===== src/rtl/trng_pool_pkg.sv =====
// Shared sizing and FSM state type for the TRNG entropy pool arbiter.
// Reseed support in the users of this package is enabled by TRNG_POOL_RESEED_EN.
package trng_pool_pkg;

    localparam int POOL_DEPTH = 8;
    localparam int ADDR_W     = 3;
    localparam int DATA_W     = 8;
    localparam int CNT_W      = $clog2(POOL_DEPTH + 1);

    typedef enum logic {
        RUN    = 1'b0,
        RESEED = 1'b1
    } state_t;

endpackage


===== src/rtl/trng_rr_arb2.sv =====
// Two-way round-robin arbiter with one-hot grant; favours requester 0 after reset.
module trng_rr_arb2 (
    input  logic       clk,
    input  logic       reset,
    input  logic [1:0] i_valid,
    output logic [1:0] o_grant
);

    // High when requester 1 held the most recent grant.
    logic r_last_req1;

    always_comb begin
        o_grant = i_valid;
        if (i_valid == 2'b11) begin
            o_grant = r_last_req1 ? 2'b01 : 2'b10;
        end
    end

    always_ff @(posedge clk) begin
        if (reset) begin
            r_last_req1 <= 1'b1;
        end else if (|o_grant) begin
            r_last_req1 <= o_grant[1];
        end
    end

endmodule


===== src/rtl/trng_pool_arbiter.sv =====
// Shares an 8x8 entropy pool BRAM between two byte requesters, each with its own read pointer.
// Define TRNG_POOL_RESEED_EN to add the seed port, per-requester read limits and the reseed path.
module trng_pool_arbiter
    import trng_pool_pkg::*;
(
    input  logic              clk,
    input  logic              reset,
    input  logic              req0_valid,
    output logic              req0_ready,
    input  logic              req1_valid,
    output logic              req1_ready,
    output logic              rsp0_valid,
    output logic [DATA_W-1:0] rsp0_data,
    output logic              rsp1_valid,
    output logic [DATA_W-1:0] rsp1_data,
`ifdef TRNG_POOL_RESEED_EN
    input  logic              seed_valid,
    output logic              seed_ready,
    input  logic [DATA_W-1:0] seed_data,
`endif
    output logic              bram_en,
    output logic              bram_we,
    output logic [ADDR_W-1:0] bram_addr,
    output logic [DATA_W-1:0] bram_din,
    input  logic [DATA_W-1:0] bram_dout
);

    state_t            r_state;
    state_t            w_state_next;
    logic              w_run_ok;
    logic [1:0]        w_valid;
    logic [1:0]        w_elig;
    logic [1:0]        w_grant;
    logic [1:0]        w_rsp_valid;
    logic [ADDR_W-1:0] w_ptr      [2];
    logic [DATA_W-1:0] w_rsp_data [2];

`ifdef TRNG_POOL_RESEED_EN
    localparam logic [ADDR_W-1:0] LAST_ADDR = ADDR_W'(POOL_DEPTH - 1);
    logic [ADDR_W-1:0] r_seed_idx;
    logic              w_seed_wr;
    logic              w_reseed_done;

    assign w_reseed_done = w_seed_wr && (r_seed_idx == LAST_ADDR);
`endif

    assign w_valid = {req1_valid, req0_valid};

    always_ff @(posedge clk) begin
        if (reset) begin
            r_state <= RUN;
        end else begin
            r_state <= w_state_next;
        end
    end

    always_comb begin
        w_state_next = r_state;
        w_run_ok     = 1'b0;
`ifdef TRNG_POOL_RESEED_EN
        w_seed_wr    = 1'b0;
        seed_ready   = 1'b0;
`endif
        case (r_state)
            RUN: begin
                w_run_ok = !reset;
`ifdef TRNG_POOL_RESEED_EN
                // A pending seed freezes reads so the pool is never read mid-refill.
                if (seed_valid) begin
                    w_run_ok     = 1'b0;
                    w_state_next = RESEED;
                end
`endif
            end
            RESEED: begin
`ifdef TRNG_POOL_RESEED_EN
                seed_ready = !reset;
                w_seed_wr  = seed_valid && !reset;
                if (w_seed_wr && (r_seed_idx == LAST_ADDR)) begin
                    w_state_next = RUN;
                end
`else
                w_state_next = RUN;
`endif
            end
            default: w_state_next = RUN;
        endcase
    end

`ifdef TRNG_POOL_RESEED_EN
    always_ff @(posedge clk) begin
        if (reset) begin
            r_seed_idx <= '0;
        end else if (w_seed_wr) begin
            r_seed_idx <= r_seed_idx + 1'b1;
        end
    end
`endif

    genvar gi;
    generate
        for (gi = 0; gi < 2; gi++) begin : g_req
            logic [ADDR_W-1:0] r_ptr;
            logic              r_rd;
            logic              r_rsp_valid;
            logic [DATA_W-1:0] r_rsp_data;
`ifdef TRNG_POOL_RESEED_EN
            logic [CNT_W-1:0]  r_cnt;

            // An exhausted requester waits for fresh seed rather than reuse entropy.
            assign w_elig[gi] = w_valid[gi] && w_run_ok && (r_cnt != CNT_W'(POOL_DEPTH));
`else
            assign w_elig[gi] = w_valid[gi] && w_run_ok;
`endif

            always_ff @(posedge clk) begin
                if (reset) begin
                    r_ptr       <= '0;
                    r_rd        <= 1'b0;
                    r_rsp_valid <= 1'b0;
                    r_rsp_data  <= '0;
`ifdef TRNG_POOL_RESEED_EN
                    r_cnt       <= '0;
`endif
                end else begin
                    r_rd        <= w_grant[gi];
                    r_rsp_valid <= r_rd;
                    if (r_rd) begin
                        r_rsp_data <= bram_dout;
                    end
`ifdef TRNG_POOL_RESEED_EN
                    if (w_reseed_done) begin
                        r_ptr <= '0;
                        r_cnt <= '0;
                    end else if (w_grant[gi]) begin
                        r_ptr <= r_ptr + 1'b1;
                        r_cnt <= r_cnt + 1'b1;
                    end
`else
                    if (w_grant[gi]) begin
                        r_ptr <= r_ptr + 1'b1;
                    end
`endif
                end
            end

            assign w_ptr[gi]       = r_ptr;
            assign w_rsp_valid[gi] = r_rsp_valid;
            assign w_rsp_data[gi]  = r_rsp_data;
        end
    endgenerate

    trng_rr_arb2 u_arb (
        .clk     (clk),
        .reset   (reset),
        .i_valid (w_elig),
        .o_grant (w_grant)
    );

    assign req0_ready = w_grant[0];
    assign req1_ready = w_grant[1];
    assign rsp0_valid = w_rsp_valid[0];
    assign rsp1_valid = w_rsp_valid[1];
    assign rsp0_data  = w_rsp_data[0];
    assign rsp1_data  = w_rsp_data[1];

    always_comb begin
        bram_en   = 1'b0;
        bram_we   = 1'b0;
        bram_addr = '0;
        bram_din  = '0;
        if (w_grant[0]) begin
            bram_en   = 1'b1;
            bram_addr = w_ptr[0];
        end else if (w_grant[1]) begin
            bram_en   = 1'b1;
            bram_addr = w_ptr[1];
        end
`ifdef TRNG_POOL_RESEED_EN
        if (w_seed_wr) begin
            bram_en   = 1'b1;
            bram_we   = 1'b1;
            bram_addr = r_seed_idx;
            bram_din  = seed_data;
        end
`endif
    end

endmodule


===== config.mk =====
export PLATFORM = sky130hd
export DESIGN_NAME = trng_pool_arbiter
export DESIGN_NICKNAME = d
export VERILOG_FILES = /design/src/rtl/trng_pool_pkg.sv /design/src/rtl/trng_rr_arb2.sv /design/src/rtl/trng_pool_arbiter.sv
export SDC_FILE = /design/constraint.sdc
export NUM_CORES = 1
export LEC_CHECK = 0
export ABC_AREA = 1
export ABC_CLOCK_PERIOD_IN_PS = 2200
export BUFFER_PORTS_ARGS = -buffer_cell sky130_fd_sc_hd__buf_2
export CORE_MARGIN = 10
export CORE_UTILIZATION = 35
export DETAILED_ROUTE_END_ITERATION = 8
export PLACE_DENSITY = 0.7
export SLEW_MARGIN = 20
export SYNTH_ARGS = -nofsm -noshare
export SYNTH_HDL_FRONTEND = slang
export SYNTH_SLANG_ARGS = --single-unit

===== constraint.sdc =====
create_clock -name clk -period 2.2 [get_ports clk]
set_input_delay 0.11 -clock clk [delete_from_list [all_inputs] [get_ports clk]]
set_output_delay 0.11 -clock clk [all_outputs]
set_load 0.1 [all_outputs]

==> results of run 1 <==
==> layer usage <==
metal | wire length [um] | up-vias | share of wire | GRT usage
met1 | 1216 | 442 | 0.46 | 0.1015
met3 | 116 | 5 | 0.044 | 0.02476
met2 | 1240 | 30 | 0.47 | 0.1531
met4 | 71 | 0 | 0.027 | 0.06134
li1 | - | 519 | - | -
met5 | 0 | - | 0 | 0
==> timing repair <==
action / in CTS / in global routing
endpoints found under the setup margin: 0 / 1
hold buffers: 3 / 1
gates resized for setup: 0 / 1
endpoints found under the hold margin: 4 / 1
==> state kept, by name (all words and copies together), names as in the netlist <==
signal and flops:
rsp0_valid 1, g_req.r_rd 2, g_req.r_ptr 6, rsp1_valid 1, rsp0_data 8, rsp1_data 8
u_arb.r_last_req1 1
==> worst max-delay path, cell delays in order <==
cell and delay, ns:
dlygate4sd3_1 0.53, buf_2 0.16, inv_2 0.28, nand2_2 0.14
nor2_4 0.18, nand2_1 0.06, nand2_1 0.06, buf_2 0.41
==> worst max-delay path by stage <==
stage                         to  slack [ns]
global placement    bram_addr[0]        0.69
floorplan           bram_addr[2]        0.06
global route        bram_addr[1]        0.02
detailed placement  bram_addr[0]        0.68
finish              bram_addr[1]        0.16
CTS                 bram_addr[0]        0.13
==> cells by family after synthesis <==
group | after synthesis | share of synthesized area
other | 1 | 0.003402
adder cells (fa/ha/maj) | 2 | 0.02270
AO/OA/AOI/OAI | 21 | 0.09875
buffers and inverters | 22 | 0.1078
AND/OR/NAND/NOR | 74 | 0.2769
flip-flops | 27 | 0.4904
==> per-stage QoR <==
step / area (um^2) / power [mW] / hold WS (ns) / utilization / setup WS [ns]
CTS: 1343 / 1.128 / 0.0007717 / 0.4434 / 0.1261
detailed placement: 1285 / 0.9043 / 0.3527 / 0.4244 / 0.6775
finish: 1355 / 1.116 / 0.01327 / 0.4475 / 0.1550
global route: 1355 / 1.174 / 0.01474 / 0.4475 / 0.02325
global placement: 1285 / 0.9045 / 0.3532 / 0.4244 / 0.6899
floorplan: 1132 / 0.8617 / 0.1791 / - / 0.05842
==> cell type report <==
type                    count  area, um^2  share of cell area
clock buffers               3       22.52             0.01662
clock inverters             1       5.005            0.003693
inverters                  11       41.29             0.03047
multi-input cells         106       473.0              0.3490
flip-flops and latches     27       540.5              0.3989
well taps                  44       55.05             0.04063
repair buffers             39       217.7              0.1607
==> power by group through the flow <==
stage / Clock, mW / Sequential, mW / Combinational [mW]
after floorplan: 0 / 0.694 / 0.168
after global placement: 0 / 0.548 / 0.357
after detailed placement: 0 / 0.548 / 0.357
after CTS: 0.229 / 0.537 / 0.362
after global routing: 0.252 / 0.542 / 0.380
final: 0.217 / 0.537 / 0.362
==> Yosys cell counts <==
cell type / number / area [um^2]
o21ai_1: 1 / 5.000
nand3b_1: 1 / 7.510
nor2_4: 2 / 22.52
nand2_2: 2 / 12.51
o22ai_1: 1 / 6.260
inv_2: 1 / 3.750
nand2_1: 26 / 97.59
buf_4: 9 / 67.56
conb_1: 1 / 3.750
dfxtp_1: 27 / 540.5
o211ai_1: 1 / 7.510
inv_1: 8 / 30.03
ha_1: 2 / 25.02
clkinv_1: 2 / 7.510
nand3_1: 3 / 15.01
nor2_1: 40 / 150.1
o21ai_0: 15 / 75.07
buf_2: 2 / 10.01
a21oi_1: 3 / 15.01
==> results.json, run 1 <==
{
  "min_path_type": "input port to flip-flop",
  "ir_drop_mv": 0.4789,
  "io_pins": 45,
  "fmax_mhz": 489.0,
  "arrival_ns": 1.93,
  "fin_crit_sh": 0.9295,
  "synthCells": 147,
  "nFillCells": 327,
  "required_ns": 2.09,
  "routed_wl_mm": 2.644,
  "crit_fanout": 23,
  "viasPerCell": 4.312,
  "status": "completed",
  "mostFrequentLayoutCells": "nor2_1, buf_2, dfxtp_1, nand2_1, o21ai_0",
  "leakage_nw": 0.7044,
  "rsz0062_at_grt": "no",
  "antenna_found_initial": 0,
  "numCtsBuffers": 3,
  "ys_seq_elements": 27,
  "start_util": 0.3640,
  "layout.nets": 202,
  "fin_skew_ns": 0.004634,
  "worstHoldEndpoint": "rsp1_data[5]$_SDFFE_PP0P_",
  "dr_total_vias": 996,
  "end_kind": "output pin",
  "p_sw_uw": 479.6,
  "grt-ovfl-total": 0,
  "die_h_um": 76.12,
  "drt_iter0_drc": 35,
  "globalplace.congestion": 0.7922,
  "reg2reg_slack_ns": 1.02,
  "syn_to_final_growth_pct": 22.93,
  "final_common_cell": "nor2_1",
  "synth_area_mm2": 0.001102,
  "cts_buffer_depth": 2,
  "clockPowerShare": 0.195,
  "ff2ff_path_depth": 3,
  "power.density_mw_per_mm2": 823.8,
  "cts_root_buffer": "clkbuf_4",
  "power_frac_seq": 0.481,
  "combPwrFrac": 0.324,
  "drv_slew": 0,
  "dp.cells": 223,
  "p_int_uw": 636.7,
  "synth_cell_types": 19,
  "p_sw_frac": 0.4296,
  "setup_viol": 0,
  "grt_pass1_vias": 975,
  "hold_violations": 0,
  "drt_first_pass_iters": 4,
  "worstSetupPathType": "input port to output pin",
  "final_layout_size_suffix_gt1_frac": 0.2353,
  "grt_usage": 0.09253,
  "num_rows": 20,
  "diodes": 0,
  "reg2reg_to": "rsp1_data[7]$_SDFFE_PP0P_",
  "cts_tree": "done",
  "startpoint": "reset",
  "grt_pass1_wl_mm": 4.505,
  "finalSetupTns_ns": 0,
  "cts_setup_buffers": 0,
  "finalCriticalPeriod_ns": 2.045,
  "finalNonFillerCells": 231,
  "hold_path_depth": 3,
  "drv_cap": 0,
  "clock_latency_ns": 0.33,
  "r2r_start": "g_req[1].r_rd$_SDFF_PP0_",
  "cts_sinks": 27,
  "grt_max_degree": 24,
  "synth_warnings": 0,
  "start_kind": "input port",
  "wire_per_inst_um": 11.45,
  "core-area_mm2": 0.003028,
  "drc": 0,
  "htreeDepth": 1,
  "dp_hpwl_mm": 1.987,
  "syn_avg_cell_area_um2": 7.499,
  "seq_area_frac_synth": 0.4904,
  "hp-start": "bram_dout[5]",
  "io_buffer_count": 35,
  "die-area_mm2": 0.005794,
  "ant_nets": 0,
  "dieWidth_um": 76.12,
  "clkTransAtPathRegs_ns": 0.14
}
No activity file was read; power rests on OpenSTA's default activity.
==> run 2: changes to the inputs <==
--- a/config.mk
+++ b/config.mk
@@ -8,10 +8,12 @@
 export ABC_AREA = 1
 export ABC_CLOCK_PERIOD_IN_PS = 2200
 export BUFFER_PORTS_ARGS = -buffer_cell sky130_fd_sc_hd__buf_2
+export CELL_PAD_IN_SITES_DETAIL_PLACEMENT = 2
+export CELL_PAD_IN_SITES_GLOBAL_PLACEMENT = 2
 export CORE_MARGIN = 10
-export CORE_UTILIZATION = 35
+export CORE_UTILIZATION = 26
 export DETAILED_ROUTE_END_ITERATION = 8
-export PLACE_DENSITY = 0.7
+export PLACE_DENSITY = 0.9
 export SLEW_MARGIN = 20
 export SYNTH_ARGS = -nofsm -noshare
 export SYNTH_HDL_FRONTEND = slang
==> results.json, run 2 (synthesized netlist as in run 1, its figures left out) <==
{
  "reg2reg_slack_ns": 0.94,
  "final_common_cell": "nor2_1",
  "drv_cap": 0,
  "start_kind": "flip-flop",
  "grt_pass1_wl_mm": 6.072,
  "drc": 0,
  "place_area_mm2": 0.001292,
  "leakage_nw": 0.6967,
  "clkTransAtPathRegs_ns": 0.10,
  "globalplace.congestion": 0.8122,
  "routed_wl_mm": 3.657,
  "final_cell_area_mm2": 0.001343,
  "io_pins": 45,
  "cp_slowest_stage_delay_ns": 0.42,
  "final_layout_size_suffix_gt1_frac": 0.2404,
  "diodes": 0,
  "r2r_start": "g_req[1].r_rd$_SDFF_PP0_",
  "nFillCells": 490,
  "finalSetupTns_ns": 0,
  "htreeDepth": 1,
  "p_sw_uw": 516.6,
  "path_buf_inv": 2,
  "cts_tree": "done",
  "drv_slew": 0,
  "hold_slack_ns": 0.05774,
  "grt_pass1_vias": 1152,
  "viasPerCell": 4.511,
  "fin_skew_ns": 0.004271,
  "power_frac_seq": 0.444,
  "wire_per_inst_um": 15.70,
  "die_h_um": 85.11,
  "path_cells": "nand2_1, inv_1, nor2_4, nand2_1, nand2_1, buf_2",
  "dp.cells": 229,
  "cts_root_buffer": "clkbuf_8",
  "die-area_mm2": 0.007244,
  "num_rows": 23,
  "worstHoldEndpoint": "rsp0_data[7]$_SDFFE_PP0P_",
  "min_path_type": "input port to flip-flop",
  "syn_to_final_growth_pct": 21.79,
  "antenna_found_initial": 0,
  "cp_slowest_cell": "buf_2",
  "drt_first_pass_iters": 3,
  "finalCriticalPeriod_ns": 1.712,
  "cts_buffer_depth": 2,
  "mostFrequentLayoutCells": "nor2_1, buf_2, dfxtp_1, nand2_1, o21ai_0",
  "finalNonFillerCells": 233,
  "dieWidth_um": 85.11,
  "numCtsBuffers": 3,
  "clockPowerShare": 0.255,
  "fmax_mhz": 584.2,
  "start_util": 0.2717,
  "fin_crit_sh": 0.7781,
  "hold_path_depth": 3,
  "layout.nets": 198,
  "ir_drop_mv": 0.2957,
  "io_buffer_count": 35,
  "hp-start": "bram_dout[7]",
  "multi_input_comb_area_um2": 473.0,
  "setup_viol": 0,
  "cts_sinks": 27,
  "crit_fanout": 6,
  "rsz0062_at_grt": "no",
  "regArea_um2": 540.5,
  "crit_family": "buffers and inverters",
  "cp_common_cell": "nand2_1",
  "p_sw_frac": 0.4258,
  "grt_max_degree": 24,
  "dp_hpwl_mm": 2.785,
  "ff2ff_path_depth": 3,
  "cts_setup_buffers": 0,
  "ant_nets": 0,
  "combPwrFrac": 0.301,
  "status": "completed",
  "p_int_uw": 696.7,
  "core-area_mm2": 0.004058,
  "grt_usage": 0.1025,
  "ctsResizeCount": 0,
  "required_ns": 2.09,
  "cts-hold-fix-buffers": 0,
  "arrival_ns": 1.60,
  "reg2reg_to": "rsp1_data[2]$_SDFFE_PP0P_",
  "dr_total_vias": 1051,
  "end_kind": "output pin",
  "worstSetupPathType": "flip-flop to output pin",
  "grt-ovfl-total": 0,
  "power.density_mw_per_mm2": 903.7,
  "clock_latency_ns": 0.29,
  "hold_violations": 0,
  "drt_iter0_drc": 71
}
## run 2: changes by cell type in the layout (fill, tap and decap cells not counted)
cell and change:
clkbuf_4 -4, buf_2 +1, clkinv_2 -1, clkbuf_8 +3
dlygate4sd3_1 -4, inv_6 +1
## run 2: how the worst max path moves through the flow
stage,startpoint,to,cells past startpoint
after CTS,u_arb.r_last_req1$_SDFFE_PP1P_,bram_addr[0],6
after floorplan,u_arb.r_last_req1$_SDFFE_PP1P_,bram_addr[2],4
after detailed placement,reset,bram_addr[0],7
final,u_arb.r_last_req1$_SDFFE_PP1P_,bram_addr[0],6
after global placement,reset,bram_addr[0],7
after global routing,u_arb.r_last_req1$_SDFFE_PP1P_,bram_addr[0],6
## run 2: power groups by stage
stage / clock network (mW) / registers, mW / logic [mW]
floorplan: 0 / 0.694 / 0.168
global placement: 0 / 0.549 / 0.359
detailed placement: 0 / 0.550 / 0.365
CTS: 0.315 / 0.540 / 0.368
global route: 0.339 / 0.544 / 0.384
finish: 0.309 / 0.539 / 0.365
## run 2: cell type report
cell class,instances,area share
sequential,27,0.4026
multi-input combinational,106,0.3523
timing repair buffer,35,0.1305
tap,50,0.04660
clock buffer,3,0.03075
inverter,11,0.03075
clock inverter,1,0.006524
## run 2: worst register-to-register path, stage by stage (launching register included)
cell and delay [ns]:
dfxtp_1 0.52, clkinv_1 0.37, nor2_1 0.21, nor2_1 0.07
## run 2: metal layers
metal  share of wire  vias up  global-route usage
li1                -      516                   -
met1            0.42      510              0.1150
met2            0.53       20              0.1826
met3           0.032        5             0.01912
met4           0.018        0             0.04491
met5               0        -                   0
## run 2: metrics by stage
stage	setup slack (ns)	power (mW)	utilization
6_report	0.4881	1.213	0.3309
5_1_grt	0.4068	1.267	0.3309
4_1_cts	0.4669	1.222	0.3309
3_5_place_dp	0.6331	0.9144	0.3185
3_3_place_gp	0.6565	0.9083	0.3185
2_1_floorplan	0.05842	0.8617	-
